--- src/rtl/hazard_ctrl.sv ---
// -----------------------------------------------------------------------------
// hazard_ctrl
//
// Stall / flush / forwarding controller for the five-stage MIPS pipeline.
// Holds or bubbles the IF/ID and ID/EX registers on load-use hazards and on
// multi-cycle multiply/divide operations, flushes them on taken branches,
// selects the EX-stage operand forwarding sources and counts stall cycles.
//
// Handshake with the MDU: mdu_start is a level that stays high while the
// multiply/divide sits in EX; mdu_done is sampled every cycle and releases the
// pipeline in the same cycle it is seen. No valid/ready pairs are involved.
//
// Ports
//   clock, reset                 clock (rising edge), async active-high reset
//   id_rs, id_rt                 source registers of the instruction in ID
//   ex_rs, ex_rt                 source registers held in ID/EX
//   ex_memctrl                   ID/EX memctrl: [1] mem read, [0] mem write
//   exmem_rd, exmem_regwrite     EX/MEM destination and writeback enable
//   memwb_rd, memwb_regwrite     MEM/WB destination and writeback enable
//   branch_taken                 taken branch/jump resolved in EX
//   mdu_start, mdu_done          MDU operation in EX / MDU result ready
//   pc_en, ifid_en, idex_en      pipeline load enables
//   ifid_flush, idex_flush       pipeline clear-to-bubble
//   fwd_a, fwd_b                 EX operand select (00 RF, 10 EX/MEM, 01 MEM/WB)
//   mdu_timeout                  sticky flag: MDU never answered in time
//   stall_cnt                    saturating count of cycles with pc_en = 0
// -----------------------------------------------------------------------------
module hazard_ctrl #(
  parameter int MDU_TIMEOUT = 64,
  parameter int CNT_W       = 16
) (
  input  logic             clock,
  input  logic             reset,
  input  logic [4:0]       id_rs,
  input  logic [4:0]       id_rt,
  input  logic [4:0]       ex_rs,
  input  logic [4:0]       ex_rt,
  input  logic [1:0]       ex_memctrl,
  input  logic [4:0]       exmem_rd,
  input  logic [4:0]       memwb_rd,
  input  logic             exmem_regwrite,
  input  logic             memwb_regwrite,
  input  logic             branch_taken,
  input  logic             mdu_start,
  input  logic             mdu_done,
  output logic             pc_en,
  output logic             ifid_en,
  output logic             ifid_flush,
  output logic             idex_en,
  output logic             idex_flush,
  output logic [1:0]       fwd_a,
  output logic [1:0]       fwd_b,
  output logic             mdu_timeout,
  output logic [CNT_W-1:0] stall_cnt
);

  typedef enum logic {
    ST_RUN      = 1'b0,
    ST_MDU_WAIT = 1'b1
  } state_e;

  // The wait counter only has to reach MDU_TIMEOUT-1: the timeout fires on
  // the cycle the counter already holds that value.
  localparam int WAIT_W = (MDU_TIMEOUT > 1) ? $clog2(MDU_TIMEOUT) : 1;
  localparam logic [WAIT_W-1:0] WAIT_LAST = WAIT_W'(MDU_TIMEOUT - 1);

  state_e             state_q, state_d;
  logic [WAIT_W-1:0]  wait_cnt_q, wait_cnt_d;
  logic               timeout_q, timeout_d;
  logic [CNT_W-1:0]   stall_cnt_q, stall_cnt_d;

  logic               pc_en_c, ifid_en_c, idex_en_c, ifid_flush_c, idex_flush_c;
  logic               load_use;
  logic [1:0]         fwd_a_c, fwd_b_c;

  // The store bit of memctrl plays no part in hazard detection.
  logic               unused_memwrite;
  assign unused_memwrite = ex_memctrl[0];

  // A load in EX whose destination (rt) is read by the instruction in ID.
  assign load_use = ex_memctrl[1] && (ex_rt != 5'd0) &&
                    ((ex_rt == id_rs) || (ex_rt == id_rt));

  // Forwarding source for one EX operand; the younger EX/MEM result wins.
  function automatic logic [1:0] fwd_sel(
    input logic [4:0] src,
    input logic       em_we,
    input logic [4:0] em_rd,
    input logic       mw_we,
    input logic [4:0] mw_rd
  );
    logic [1:0] sel;
    sel = 2'b00;
    if (em_we && (em_rd != 5'd0) && (em_rd == src)) begin
      sel = 2'b10;
    end else if (mw_we && (mw_rd != 5'd0) && (mw_rd == src)) begin
      sel = 2'b01;
    end
    return sel;
  endfunction

  always_comb begin
    fwd_a_c = fwd_sel(ex_rs, exmem_regwrite, exmem_rd, memwb_regwrite, memwb_rd);
    fwd_b_c = fwd_sel(ex_rt, exmem_regwrite, exmem_rd, memwb_regwrite, memwb_rd);
  end

  // Next-state and stall/flush decode.
  always_comb begin
    state_d      = state_q;
    wait_cnt_d   = wait_cnt_q;
    timeout_d    = timeout_q;
    pc_en_c      = 1'b1;
    ifid_en_c    = 1'b1;
    idex_en_c    = 1'b1;
    ifid_flush_c = 1'b0;
    idex_flush_c = 1'b0;

    case (state_q)
      ST_RUN: begin
        if (branch_taken) begin
          // Wrong-path instructions in IF/ID and ID/EX are discarded; any
          // MDU op or load-use pair among them no longer matters.
          ifid_flush_c = 1'b1;
          idex_flush_c = 1'b1;
        end else if (mdu_start) begin
          if (!mdu_done) begin
            pc_en_c    = 1'b0;
            ifid_en_c  = 1'b0;
            idex_en_c  = 1'b0;
            state_d    = ST_MDU_WAIT;
            wait_cnt_d = '0;
          end
        end else if (load_use) begin
          // Hold PC and IF/ID, inject one bubble into ID/EX.
          pc_en_c      = 1'b0;
          ifid_en_c    = 1'b0;
          idex_flush_c = 1'b1;
        end
      end

      ST_MDU_WAIT: begin
        if (mdu_done) begin
          state_d = ST_RUN;
        end else if (wait_cnt_q == WAIT_LAST) begin
          // Give up on the MDU: release as if it had answered and flag it.
          state_d   = ST_RUN;
          timeout_d = 1'b1;
        end else begin
          pc_en_c    = 1'b0;
          ifid_en_c  = 1'b0;
          idex_en_c  = 1'b0;
          wait_cnt_d = wait_cnt_q + 1'b1;
        end
      end

      default: begin
        state_d = ST_RUN;
      end
    endcase

    stall_cnt_d = stall_cnt_q;
    if (!pc_en_c && (stall_cnt_q != {CNT_W{1'b1}})) begin
      stall_cnt_d = stall_cnt_q + 1'b1;
    end
  end

  always_ff @(posedge clock or posedge reset) begin
    if (reset) begin
      state_q     <= ST_RUN;
      wait_cnt_q  <= '0;
      timeout_q   <= 1'b0;
      stall_cnt_q <= '0;
    end else begin
      state_q     <= state_d;
      wait_cnt_q  <= wait_cnt_d;
      timeout_q   <= timeout_d;
      stall_cnt_q <= stall_cnt_d;
    end
  end

  // While reset is held the pipeline is frozen and nothing is forwarded.
  assign pc_en       = pc_en_c      & ~reset;
  assign ifid_en     = ifid_en_c    & ~reset;
  assign idex_en     = idex_en_c    & ~reset;
  assign ifid_flush  = ifid_flush_c & ~reset;
  assign idex_flush  = idex_flush_c & ~reset;
  assign fwd_a       = reset ? 2'b00 : fwd_a_c;
  assign fwd_b       = reset ? 2'b00 : fwd_b_c;
  assign mdu_timeout = timeout_q;
  assign stall_cnt   = stall_cnt_q;

endmodule

--- config.mk ---
export PLATFORM = sky130hd
export DESIGN_NAME = hazard_ctrl
export DESIGN_NICKNAME = d
export VERILOG_FILES = /design/src/rtl/hazard_ctrl.sv
export SDC_FILE = /design/constraint.sdc
export NUM_CORES = 1
export LEC_CHECK = 0
export CORE_ASPECT_RATIO = 0.6
export CORE_MARGIN = 3
export CORE_UTILIZATION = 39
export DETAILED_ROUTE_END_ITERATION = 16
export PLACE_DENSITY_LB_ADDON = 0.2
export SYNTH_ARGS = -nofsm -noshare
export SYNTH_HDL_FRONTEND = slang
export SYNTH_SLANG_ARGS = --single-unit
--- constraint.sdc ---
create_clock -name clock -period 3.5 [get_ports clock]
set_input_delay 0.35 -clock clock [delete_from_list [all_inputs] [get_ports clock]]
set_output_delay 0.35 -clock clock [all_outputs]
set_load 0.01 [all_outputs]
==> impl_metrics.yaml <==
clock_network:
  worstSkewPairLatency_ns: 0.26
  cts_tree: "built"
  clk_pin_slew_ns: 0.08
  numCtsBuffers: 3
  cts_setup_buffers: 0
  post_cts_resized: 0
  hold_buffers: 0
  htreeDepth: 1
  clockBufferDepth: 2
  cts-root-buf: "clkbuf_8"
  cts.sinks: 24
routing:
  drc: 0
  wirelength_um: 4330
  antenna_left: 0
  via_per_inst: 4.93
  wl_per_cell_um: 14.5
  dr.first_iter.drc_count: 38
  dr.pass1.iters: 4
  vias: 1474
worst_hold_path:
  min_to: "mdu_timeout$_DFFE_PP0P_"
  min_from: "mdu_timeout$_DFFE_PP0P_"
  hold_depth: 1
  hp-class: "flip-flop to flip-flop"
setup_path:
  crit_fanout: 5
  r2r_end: "stall_cnt[1]$_DFFE_PP0P_"
  worst_setup_path_end_kind: "output pin"
  cp.required_ns: 3.15
  crit_family: "buffers and inverters"
  rr_startpoint: "stall_cnt[4]$_DFFE_PP0P_"
  rr_worst_depth: 6
  crit_top_cell: "clkdlybuf4s50_1"
  crit_chain: "clkdlybuf4s50_1 -> or4_1 -> o21ai_0 -> nor2_1 -> a21boi_0 -> clkdlybuf4s50_1"
  worst-path-buf-inv: 2
  rrSetupSlack_ns: 1.40
  cp.arrival_ns: 2.66
  critical_path_class: "primary input to output pin"
  max_stage_delay_ns: 0.59
  cpMaxStageDelayCell: "clkdlybuf4s50_1"
  cp-start-kind: "primary input"
power:
  p_leak_nw: 0.945
  p_comb_frac: 0.388
  swShare: 0.337
  ir_worst_vdd_mv: 0.199
  internal_power_uw: 618
  power_density_nw_per_um2: 377
  p_clk_frac: 0.171
  switchingPower_uw: 314
  power_frac_seq: 0.441
sta:
  fmax_mhz: 332
  whs_ns: 0.467
  grt_setup_unrepaired: "no"
  min_period_over_period: 0.859
  slew_headroom: 0.559
  setup_viol: 0
  clock_skew_ns: 0.00260
  fin_tns_setup_ns: 0
  min_period_ns: 3.01
  hold_viol: 0
  tightest_slew_ns: 0.653
  slew_violations: 0
yosys:
  ys_warn_count: 0
  yosys.area.top_type: "dfrtp_1"
  syn_avg_cell_area_um2: 9.93
  ys_top_cells_by_area: "dfrtp_1 34%, xor2_1 16%, xnor2_1 6.9%"
  synth_edf_count: 0
  synth.distinct_cells: 39
  synth_nets: 219
  async_reset_ff_frac: 1.00
  synth_largest_type_area_fraction: 0.340
  syn-cell-area_um2: 1770
  seq_area_frac_synth: 0.340
  syn_inst: 178
  ys.flop_type: "dfrtp_1"
  synth_commonest_cells: "32 x xor2_1, 24 x dfrtp_1, 14 x nand2_1, 14 x xnor2_1, 13 x nor2_1"
  yosysMostFrequentCell: "xor2_1"
  ys_ff_latch: 24
die:
  num_rows: 18
  initial_core_util: 0.417
  pin_count: 65
  die_x_um: 92.9
  coreArea_um2: 4230
  die_h_um: 58.1
  dieArea_um2: 5400
job:
  cap_violations: 0
grt:
  grt_use_total: 0.174
  grt_antenna_before_repair: 0
  overflow: 0
  grt_pass1_vias: 1450
  grt_pass1_wl_um: 7390
  grt_max_degree: 25
place:
  gp_congestion: 0.783
  numPortBuffers: 63
  place_hpwl_um: 3610
final_layout:
  area_growth_pct: 40.0
  diodes: 0
  nNetsFinal: 282
  drive_gt1_frac: 0.113
status:
  status: "finished, final reports clean"
-- cells in the final DEF (no fill, tap or decap), drive strengths merged, types with 4 or more instances in the layout --
master / instances
nand4: 6
nor2b: 4
mux2: 4
or4: 4
clkdlybuf4s50: 63
xor2: 32
dfrtp: 24
nor2: 14
nor3: 15
o21ai: 4
xnor2: 14
nor4: 8
nand3: 7
nand2: 14
-- logic make-up (layout without fill, tap and decap cells) --
group           count (synthesis)  after routing  synth area share
flops                          24             24             0.340
mux                             4              4            0.0255
buf+inv                        11             72            0.0418
compound gates                 12             12            0.0538
xor+xnor                       46             46             0.228
simple gates                   79             79             0.297
fa+ha+maj                       2              2            0.0142
-- state kept, by name, summed over array words and instances, names as in the netlist --
register     flops
mdu_timeout      1
stall_cnt       16
state_q          1
wait_cnt_q       6
-- how the worst max path moves through the flow --
stage | start | endpoint | slack [ns] | cells after the start
finish | ex_rt[1] | pc_en | 0.49 | 6
detailed placement | ex_rt[1] | pc_en | 0.46 | 6
global route | ex_rt[1] | ifid_en | 0.25 | 6
CTS | ex_rt[1] | pc_en | 0.46 | 6
floorplan | reset | fwd_a[0] | 1.18 | 4
global placement | ex_rt[1] | ifid_en | 0.47 | 6
-- layout make-up --
type,instances,area [µm²]
tap,60,75.1
fill,392,1760
timing repair buffer,66,653
clock buffer,3,41.3
inverter,3,11.3
multi-input combinational,143,1090
sequential,24,601
-- per-layer routing --
metal	wire length [µm]	GRT usage	vias up
li1	-	-	748
met1	2270	0.269	704
met2	1900	0.253	17
met3	136	0.0350	5
met4	29	0.0313	0
met5	0	0	-
-- through the flow --
step | std cells | power (mW) | instance area [µm²] | util | setup WS [ns]
6_report | 299 | 0.932 | 2470 | 0.584 | 0.492
3_5_place_dp | 296 | 0.781 | 2430 | 0.574 | 0.461
3_3_place_gp | 296 | 0.776 | 2430 | 0.574 | 0.473
4_1_cts | 299 | 0.943 | 2470 | 0.584 | 0.465
5_1_grt | 299 | 1.00 | 2470 | 0.584 | 0.248
2_1_floorplan | 178 | 0.587 | 1770 | - | 1.18
-- worst reg2reg max path, stage by stage (launching register included) --
cell and delay (ns):
dfrtp_1 0.44, nand4_1 0.22, nor2_1 0.24, nand3_1 0.23, nor2_4 0.43, nor2_1 0.14
mux2_2 0.29
-- power by group through the flow --
stage | logic [mW] | clock network (mW) | registers (mW)
2_1_floorplan | 0.161 | 0 | 0.426
4_1_cts | 0.366 | 0.166 | 0.411
3_5_place_dp | 0.365 | 0 | 0.417
3_3_place_gp | 0.360 | 0 | 0.416
5_1_grt | 0.396 | 0.180 | 0.423
6_report | 0.362 | 0.159 | 0.411
Power figures use the tool's default switching activity.
